**src/rtl/draw_background_pattern_if.sv**
```systemverilog
// draw_background_pattern_if: VGA timing bundle (counts, syncs, blanks) passed between draw stages.
interface draw_background_pattern_if #(
    parameter int CNT_W = 11
);
    logic [CNT_W-1:0] vcount;
    logic [CNT_W-1:0] hcount;
    logic             vsync;
    logic             vblnk;
    logic             hsync;
    logic             hblnk;
    modport master (output vcount, vsync, vblnk, hcount, hsync, hblnk);
    modport slave  (input  vcount, vsync, vblnk, hcount, hsync, hblnk);
endinterface

```
**src/rtl/draw_background_pattern.sv**
```systemverilog
// draw_background_pattern: runtime-selectable background colour with frame-shadowed settings,
// scrolling checkerboard and a 2-cycle timing pass-through.
module draw_background_pattern #(
    parameter int H_ACTIVE   = 800,
    parameter int V_ACTIVE   = 600,
    parameter int CNT_W      = 11,
    parameter int RGB_W      = 12,
    parameter int CHECK_LOG2 = 5,
    parameter int BAR_LOG2   = 7
) (
    input  logic                       pclk,
    input  logic                       reset_n,
    input  logic [1:0]                 mode_in,
    input  logic [RGB_W-1:0]           fg_in,
    input  logic [RGB_W-1:0]           bg_in,
    draw_background_pattern_if.slave   timing_in,
    draw_background_pattern_if.master  timing_out,
    output logic [RGB_W-1:0]           rgb_out,
    output logic [7:0]                 frame_cnt
);
    localparam int F = RGB_W / 3;
    localparam logic [RGB_W-1:0] YELLOW = {{(2*F){1'b1}}, {F{1'b0}}};
    localparam logic [RGB_W-1:0] RED    = {{F{1'b1}}, {(2*F){1'b0}}};
    localparam logic [RGB_W-1:0] GREEN  = {{F{1'b0}}, {F{1'b1}}, {F{1'b0}}};
    localparam logic [RGB_W-1:0] BLUE   = {{(2*F){1'b0}}, {F{1'b1}}};
    typedef enum logic [1:0] {BORDER, SOLID, CHECKER, BARS} mode_t;
    mode_t            mode, mode_1;
    logic [RGB_W-1:0] fg, bg, fg_1, bg_1, colour;
    logic             vblnk_d, frame_start, sel;
    logic             top_1, bot_1, left_1, right_1, sel_1;
    logic [2:0]       bar_1;
    logic [CNT_W-1:0] vcount_1, hcount_1;
    logic             vsync_1, vblnk_1, hsync_1, hblnk_1;
    assign frame_start = timing_in.vblnk & ~vblnk_d;
    // the sum is kept CNT_W+1 bits wide so the scroll offset never wraps before the shift
    assign sel = 1'(({1'b0, timing_in.hcount} + (CNT_W+1)'(frame_cnt)) >> CHECK_LOG2)
               ^ 1'(timing_in.vcount >> CHECK_LOG2);
    always_ff @(posedge pclk or negedge reset_n)
        if (!reset_n) begin
            vblnk_d   <= 1'b0;
            mode      <= BORDER;
            fg        <= '1;
            bg        <= '1;
            frame_cnt <= '0;
        end else begin
            vblnk_d <= timing_in.vblnk;
            if (frame_start) begin
                mode      <= mode_t'(mode_in);
                fg        <= fg_in;
                bg        <= bg_in;
                frame_cnt <= frame_cnt + 8'd1;
            end
        end
    always_ff @(posedge pclk or negedge reset_n)
        if (!reset_n) begin
            {vcount_1, hcount_1, vsync_1, vblnk_1, hsync_1, hblnk_1} <= '0;
            {top_1, bot_1, left_1, right_1, sel_1, bar_1} <= '0;
            mode_1 <= BORDER;
            fg_1   <= '0;
            bg_1   <= '0;
        end else begin
            vcount_1 <= timing_in.vcount;
            hcount_1 <= timing_in.hcount;
            vsync_1  <= timing_in.vsync;
            vblnk_1  <= timing_in.vblnk;
            hsync_1  <= timing_in.hsync;
            hblnk_1  <= timing_in.hblnk;
            mode_1   <= mode;
            fg_1     <= fg;
            bg_1     <= bg;
            top_1    <= timing_in.vcount == '0;
            bot_1    <= timing_in.vcount == CNT_W'(V_ACTIVE - 1);
            left_1   <= timing_in.hcount == '0;
            right_1  <= timing_in.hcount == CNT_W'(H_ACTIVE - 1);
            sel_1    <= sel;
            bar_1    <= timing_in.hcount[BAR_LOG2+2:BAR_LOG2];
        end
    always_comb
        colour = mode_1 == SOLID   ? bg_1 :
                 mode_1 == CHECKER ? (sel_1 ? fg_1 : bg_1) :
                 mode_1 == BARS    ? {{F{bar_1[2]}}, {F{bar_1[1]}}, {F{bar_1[0]}}} :
                 top_1 ? YELLOW : bot_1 ? RED : left_1 ? GREEN : right_1 ? BLUE : bg_1;
    always_ff @(posedge pclk or negedge reset_n)
        if (!reset_n) begin
            timing_out.vcount <= '0;
            timing_out.hcount <= '0;
            timing_out.vsync  <= 1'b0;
            timing_out.vblnk  <= 1'b0;
            timing_out.hsync  <= 1'b0;
            timing_out.hblnk  <= 1'b0;
            rgb_out           <= '0;
        end else begin
            timing_out.vcount <= vcount_1;
            timing_out.hcount <= hcount_1;
            timing_out.vsync  <= vsync_1;
            timing_out.vblnk  <= vblnk_1;
            timing_out.hsync  <= hsync_1;
            timing_out.hblnk  <= hblnk_1;
            rgb_out           <= (vblnk_1 | hblnk_1) ? '0 : colour;
        end
endmodule

```
**src/flat_wrapper.sv**
```systemverilog
// flat-port wrapper written by rule: the top's interface ports become plain ports
module draw_background_pattern_flat 
#(
    parameter int H_ACTIVE   = 800,
    parameter int V_ACTIVE   = 600,
    parameter int CNT_W      = 11,
    parameter int RGB_W      = 12,
    parameter int CHECK_LOG2 = 5,
    parameter int BAR_LOG2   = 7
)
  (pclk, reset_n, mode_in, fg_in, bg_in, rgb_out, frame_cnt, timing_in_vcount, timing_in_vsync, timing_in_vblnk, timing_in_hcount, timing_in_hsync, timing_in_hblnk, timing_out_vcount, timing_out_vsync, timing_out_vblnk, timing_out_hcount, timing_out_hsync, timing_out_hblnk);
  draw_background_pattern_if #(.CNT_W(CNT_W)) timing_in_i ();
  draw_background_pattern_if #(.CNT_W(CNT_W)) timing_out_i ();
  input  logic pclk;
  input  logic reset_n;
  input  logic [1:0] mode_in;
  input  logic [RGB_W-1:0] fg_in;
  input  logic [RGB_W-1:0] bg_in;
  output logic [RGB_W-1:0] rgb_out;
  output logic [7:0] frame_cnt;
  input wire logic [$bits(timing_in_i.vcount)-1:0] timing_in_vcount;
  input wire logic [$bits(timing_in_i.vsync)-1:0] timing_in_vsync;
  input wire logic [$bits(timing_in_i.vblnk)-1:0] timing_in_vblnk;
  input wire logic [$bits(timing_in_i.hcount)-1:0] timing_in_hcount;
  input wire logic [$bits(timing_in_i.hsync)-1:0] timing_in_hsync;
  input wire logic [$bits(timing_in_i.hblnk)-1:0] timing_in_hblnk;
  output wire logic [$bits(timing_out_i.vcount)-1:0] timing_out_vcount;
  output wire logic [$bits(timing_out_i.vsync)-1:0] timing_out_vsync;
  output wire logic [$bits(timing_out_i.vblnk)-1:0] timing_out_vblnk;
  output wire logic [$bits(timing_out_i.hcount)-1:0] timing_out_hcount;
  output wire logic [$bits(timing_out_i.hsync)-1:0] timing_out_hsync;
  output wire logic [$bits(timing_out_i.hblnk)-1:0] timing_out_hblnk;
  assign timing_in_i.vcount = timing_in_vcount;
  assign timing_in_i.vsync = timing_in_vsync;
  assign timing_in_i.vblnk = timing_in_vblnk;
  assign timing_in_i.hcount = timing_in_hcount;
  assign timing_in_i.hsync = timing_in_hsync;
  assign timing_in_i.hblnk = timing_in_hblnk;
  assign timing_out_vcount = timing_out_i.vcount;
  assign timing_out_vsync = timing_out_i.vsync;
  assign timing_out_vblnk = timing_out_i.vblnk;
  assign timing_out_hcount = timing_out_i.hcount;
  assign timing_out_hsync = timing_out_i.hsync;
  assign timing_out_hblnk = timing_out_i.hblnk;
  draw_background_pattern #(.H_ACTIVE(H_ACTIVE), .V_ACTIVE(V_ACTIVE), .CNT_W(CNT_W), .RGB_W(RGB_W), .CHECK_LOG2(CHECK_LOG2), .BAR_LOG2(BAR_LOG2)) u_core (.pclk(pclk), .reset_n(reset_n), .mode_in(mode_in), .fg_in(fg_in), .bg_in(bg_in), .timing_in(timing_in_i), .timing_out(timing_out_i), .rgb_out(rgb_out), .frame_cnt(frame_cnt));
endmodule
```
**config.mk**
```make
export PLATFORM = sky130hd
export DESIGN_NAME = draw_background_pattern_flat
export DESIGN_NICKNAME = d
export VERILOG_FILES = /design/src/rtl/draw_background_pattern_if.sv /design/src/rtl/draw_background_pattern.sv /design/src/flat_wrapper.sv
export SDC_FILE = /design/constraint.sdc
export NUM_CORES = 1
export LEC_CHECK = 0
export BUFFER_PORTS_ARGS = -buffer_cell sky130_fd_sc_hd__clkbuf_2
export CAP_MARGIN = 10
export CORE_MARGIN = 3
export CORE_UTILIZATION = 48
export CTS_CLUSTER_SIZE = 25
export DETAILED_ROUTE_END_ITERATION = 16
export HOLD_SLACK_MARGIN = 0.08
export PLACE_DENSITY = 0.75
export SLEW_MARGIN = 0
export SYNTH_ARGS = -nofsm -noshare
export SYNTH_HDL_FRONTEND = slang
export SYNTH_SLANG_ARGS = --single-unit
```
**constraint.sdc**
```tcl
create_clock -name pclk -period 1.2 [get_ports pclk]
set_input_delay 0.18 -clock pclk [delete_from_list [all_inputs] [get_ports pclk]]
set_output_delay 0.18 -clock pclk [all_outputs]
set_load 0.02 [all_outputs]
```
Word-level counts from Yosys, hierarchy flattened. Index checks and enable logic that the tools add are counted.

Mux-type cells: 9. Equal/unequal tests: 5. Bitwise gates (word level): 4. Add/subtract/negate cells: 2. Reduce and logical (&&, ||, !) cells: 2.

Operators with widths (number): two-way mux 12 bit (9); equality test 11 x 10 -> 1 bit, second input constant (2); zero test 11 bit (2); adder 8 x 1 -> 8 bit, second input constant (1); adder 6 bit (1); equality test 2 bit, second input constant (2); equality test 2 x 1 -> 1 bit, second input constant (1); bitwise AND 1 bit (1); inverter 1 bit (1); OR 1 bit (1); bitwise XOR 1 bit (1).

Register bits after elaboration: 132. Bits of input ports: 54. Output and inout port bits: 46. Logic and storage cells: 48.

Depth between registers and ports, before layout.
Depth in word-level cells: 8. Mapped depth: 6. Depth with buffers taken out: 5.

Worst setup path before layout. Ideal clock, no wire load.

Path kind: register to register. Start point: register u_core.frame_cnt[1]. End point: register u_core.sel_1. Setup slack: -268 ps. Data required time: 1073 ps. Cell stages (with the launch flop): 6. Library setup time: 127 ps. Buffers on the path: 0. Clock period less this slack: 1468 ps. Arrival time: 1341 ps. Cell sequence: dfrtp_1 > ha_1 > a31o_2 > a21oi_1 > o21ai_0 > xnor2_1.

Word-level cells in the longest chain between the ends: 2.

RTL lines: start: declaration (RTL line draw_background_pattern.sv:19) `output logic [7:0] frame_cnt`; start signal: assignment (RTL line draw_background_pattern.sv:51) `frame_cnt <= frame_cnt + 8'd1;`; adder 6 bit (RTL line draw_background_pattern.sv:36) `assign sel = 1'(({1'b0, timing_in.hcount} + (CNT_W+1)'(frame_cnt)) >> CHECK_LOG2)`; bitwise XOR 1 bit (RTL line draw_background_pattern.sv:37) `^ 1'(timing_in.vcount >> CHECK_LOG2);`; net u_core.sel (RTL line draw_background_pattern.sv:29) `logic vblnk_d, frame_start, sel;`; end signal: assignment (RTL line draw_background_pattern.sv:75) `sel_1 <= sel;`; end: declaration (RTL line draw_background_pattern.sv:30) `logic top_1, bot_1, left_1, right_1, sel_1;`.

The timed path passes the listed nets, and every way through them passes these cells. A chain may end at the register's enable or synchronous reset.

Worst setup path after layout. Same ends and word-level chain as after synthesis.

==> run_results.csv <==
group,metric,value,unit
placed_design,placed_cells,519,
sta,finalCriticalPeriod,1.45,ns
yosys,synth_top_cells_by_area,"dfrtp_1, dfstp_2, mux2_2",
yosys,synth_seq_cells,129,
layout,fin_nets,566,
sta,setup_violations,68,
outcome,status,"complete, but fails checks",
placed_design,place_hpwl,6030,um
yosys,synth_ff_type,"dfrtp_1",
clocking,htree_levels,4,
layout,seq_area,3270,um2
floorplan,ios,100,
sta,max_freq,692,MHz
critical_path,crit_required,1.61,ns
yosys,synth.avg_cell_area,15.3,um2
placed_design,globalplace.congestion,0.749,
drt,vias,3414,
pwr,p_switching,4.03,mW
floorplan,core,8890,um2
layout,layout_common_cells,"dfrtp_1, dlygate4sd3_1, clkbuf_2",
yosys,yosys.area.top_type,"dfrtp_1",
placed_design,dpl_cell_area,5330,um2
floorplan,dieHeight,102,um
drt,wl_per_cell,21.6,um
yosys,synth_edf_count,0,
min_path,hp-class,"input port to async pin",
job,drv_cap,0,
pwr,max-vdd-ir-drop,0.00144,V
yosys,syn-num-nets,351,
global_route,grt_pass1_vias,3595,
critical_path,crit_path_start_kind,"register",
clocking,worstSkewPairLatency,0.52,ns
sta,report.final.slew_viol_count,0,
floorplan,initial_core_util,50.2,%
global_route,gr-usage-all-layers,24.1,%
layout,post-route-util,83.9,%
clocking,clock-sinks,129,
layout,area_delta_synth_final,67.1,%
yosys,synth_top_area_share,58.8,%
layout,fillers,386,
global_route,overflow,0,
outcome,violations,"setup timing",
sta,slew_headroom,77.0,%
global_route,grt_pass1_wl,18600,um
pwr,p_sw_share,28.9,%
sta,worst_pin_slew,0.346,ns
layout,drive_above_1_share,57.9,%
drt,drc_errors,0,
pwr,clkPwrFrac,35.3,%
pwr,p_per_area,1860,nW/um2
yosys,yosysSeqAreaShare,73.0,%
placed_design,port_buffers,99,
global_route,antenna_found_initial,1,
sta,setup_ws,-0.245,ns
layout,final_common_cell,"dfrtp_1",
drt,final_antenna_net_count,0,
sta,tns,-5.09,ns
critical_path,path_class,"register to register",
floorplan,fp-row-count,34,
pwr,combPwrFrac,26.4,%
clocking,cts_made_buffers,17,
layout,stdcell_area,7460,um2
drt,wl,13600,um
sta,finalCritPeriodShare,120,%
pwr,power_frac_seq,38.3,%
floorplan,die-area,10500,um2
clocking,cts_tree,"yes",
clocking,cts.path.max_buffers,2,
critical_path,slowest_delay,0.44,ns
yosys,synth_area,4470,um2
layout,multi_input_area,1540,um2
critical_path,arrival,1.86,ns
pwr,internal_power,9.88,mW
pwr,p_leak,3.46,nW
floorplan,die_w,102,um
clocking,clockRootBuffer,"clkbuf_8",
sta,holdWs,0.0849,ns
drt,firstDrtPassIters,4,
yosys,synthArstFlopShare,100,%
yosys,ys_types,40,
layout,final_cell_count_no_fill,629,
yosys,yosys_warnings,0,
sta,worst_clock_skew,0.0117,ns
drt,drt_iter0_drc,163,
sta,finalHoldViolCount,0,
drt,vias_per_cell,5.43,
critical_path,worst_path_max_delay_cell,"dfrtp_2",
critical_path,crit_chain,"ha_4 > a31o_4 > a21oi_2 > o21ai_2 > xnor2_1",
sta,rsz0062_at_grt,"true",
yosys,syn_inst,292,
global_route,grt_max_degree,47,
critical_path,worst_setup_path_end_kind,"register",
clocking,clkTransAtPathRegs,0.07,ns
critical_path,cp_max_fo,2,
through the flow:
| step | worst slack (ns) | power, mW |
|---|---|---|
| after global placement | -0.0922 | 7.27 |
| after CTS | -0.200 | 13.2 |
| after detailed placement | -0.127 | 7.35 |
| final | -0.245 | 13.9 |
| after floorplan | -0.130 | 6.49 |
| after global routing | -0.272 | 14.4 |
worst paths after layout:
| kind | startpoint | to | slack [ns] | cells past startpoint |
|---|---|---|---|---|
| min in group pclk | timing_in_hcount[1] | u_core.left_1$_DFF_PN0_ | 0.24 | 6 |
| setup / recovery | u_core.frame_cnt[1]$_DFFE_PN0P_ | u_core.sel_1$_DFF_PN0_ | -0.25 | 5 |
| hold / removal | reset_n | u_core.bg_1[2]$_DFF_PN0_ | 0.08 | 2 |
| hold reg to reg | u_core.hsync_1$_DFF_PN0_ | u_core.timing_out.hsync$_DFF_PN0_ | 0.35 | 0 |
| setup reg to reg | u_core.frame_cnt[1]$_DFFE_PN0P_ | u_core.sel_1$_DFF_PN0_ | -0.25 | 5 |
| max in group asynchronous | reset_n | u_core.vcount_1[3]$_DFF_PN0_ | 0.48 | 3 |
sequential cells by signal (all words and copies together) (netlist names), 2 cells and up:
| register | cells |
|---|---|
| u_core.timing_out.vcount | 11 |
| u_core.fg_1 | 12 |
| u_core.mode_1 | 2 |
| u_core.hcount_1 | 9 |
| u_core.fg | 12 |
| u_core.timing_out.hcount | 11 |
| u_core.bg | 12 |
| u_core.mode | 2 |
| u_core.rgb_out | 12 |
| u_core.frame_cnt | 8 |
| u_core.bar_1 | 2 |
| u_core.vcount_1 | 11 |
| u_core.bg_1 | 12 |
cell families (layout without fill, tap and decap cells):
kind of cell,after synthesis,count (layout),share of synthesized area [%]
AO/OA/AOI/OAI,43,43,6.25
XOR/XNOR,10,10,1.96
adder cells (fa/ha/maj),5,5,1.40
buffers and inverters,11,239,1.60
flip-flops,129,129,73.0
multiplexers,37,37,9.27
other,0,1,0
AND/OR/NAND/NOR,57,57,6.56
cells in the mapped netlist, types with 3 or more instances:
master and instances:
nor3_1 3, dfstp_2 24, o22ai_1 3, mux2_2 35, nand2b_1 6, o211ai_1 4, ha_1 5, or3_1 4
a31oi_1 7, nand3_1 4, a21oi_1 13, o21ai_0 5, nor2_1 9, buf_4 3, xor2_1 3, buf_2 3
nor4_1 4, xnor2_1 7, nand2_1 17, o21ai_1 4, dfrtp_1 105
layer usage:
metal	vias to the layer above	routed length [um]	global-route usage, %
li1	1456	-	-
met1	1751	5060	27.4
met2	172	7330	41.0
met3	35	751	6.69
met4	0	463	12.9
met5	-	0	0
critical path: cells and delay by family, from the launching register on:
kind | cells | cell delay, ns
compound gates | 3 | 0.48
xor+xnor | 1 | 0.21
fa+ha+maj | 1 | 0.23
flops | 1 | 0.44
power by group through the flow:
| stage | Sequential (mW) | Combinational, mW | Clock (mW) |
|---|---|---|---|
| final | 5.33 | 3.68 | 4.91 |
| after global routing | 5.37 | 3.84 | 5.16 |
| after CTS | 5.23 | 3.06 | 4.89 |
| after detailed placement | 5.30 | 2.05 | 0 |
| after global placement | 5.28 | 1.98 | 0 |
| after floorplan | 5.51 | 0.978 | 0 |
repair_timing:
action	in CTS	in global routing
setup buffers	16	7
gates resized for setup	86	157
hold endpoints to repair	163	0
hold buffers	54	0
setup endpoints to repair	90	109
cloned	3	0
pin swaps	21	23
layout make-up:
type,instances,share of cell area (%)
diodes,1,0.0335
clock buffers,19,5.92
clock inverters,13,1.66
inverters,2,0.101
multi-input cells,152,20.7
flip-flops and latches,129,43.8
well taps,108,1.81
repair buffers,205,26.1
Note: power is estimated with default switching activity, not from simulation.
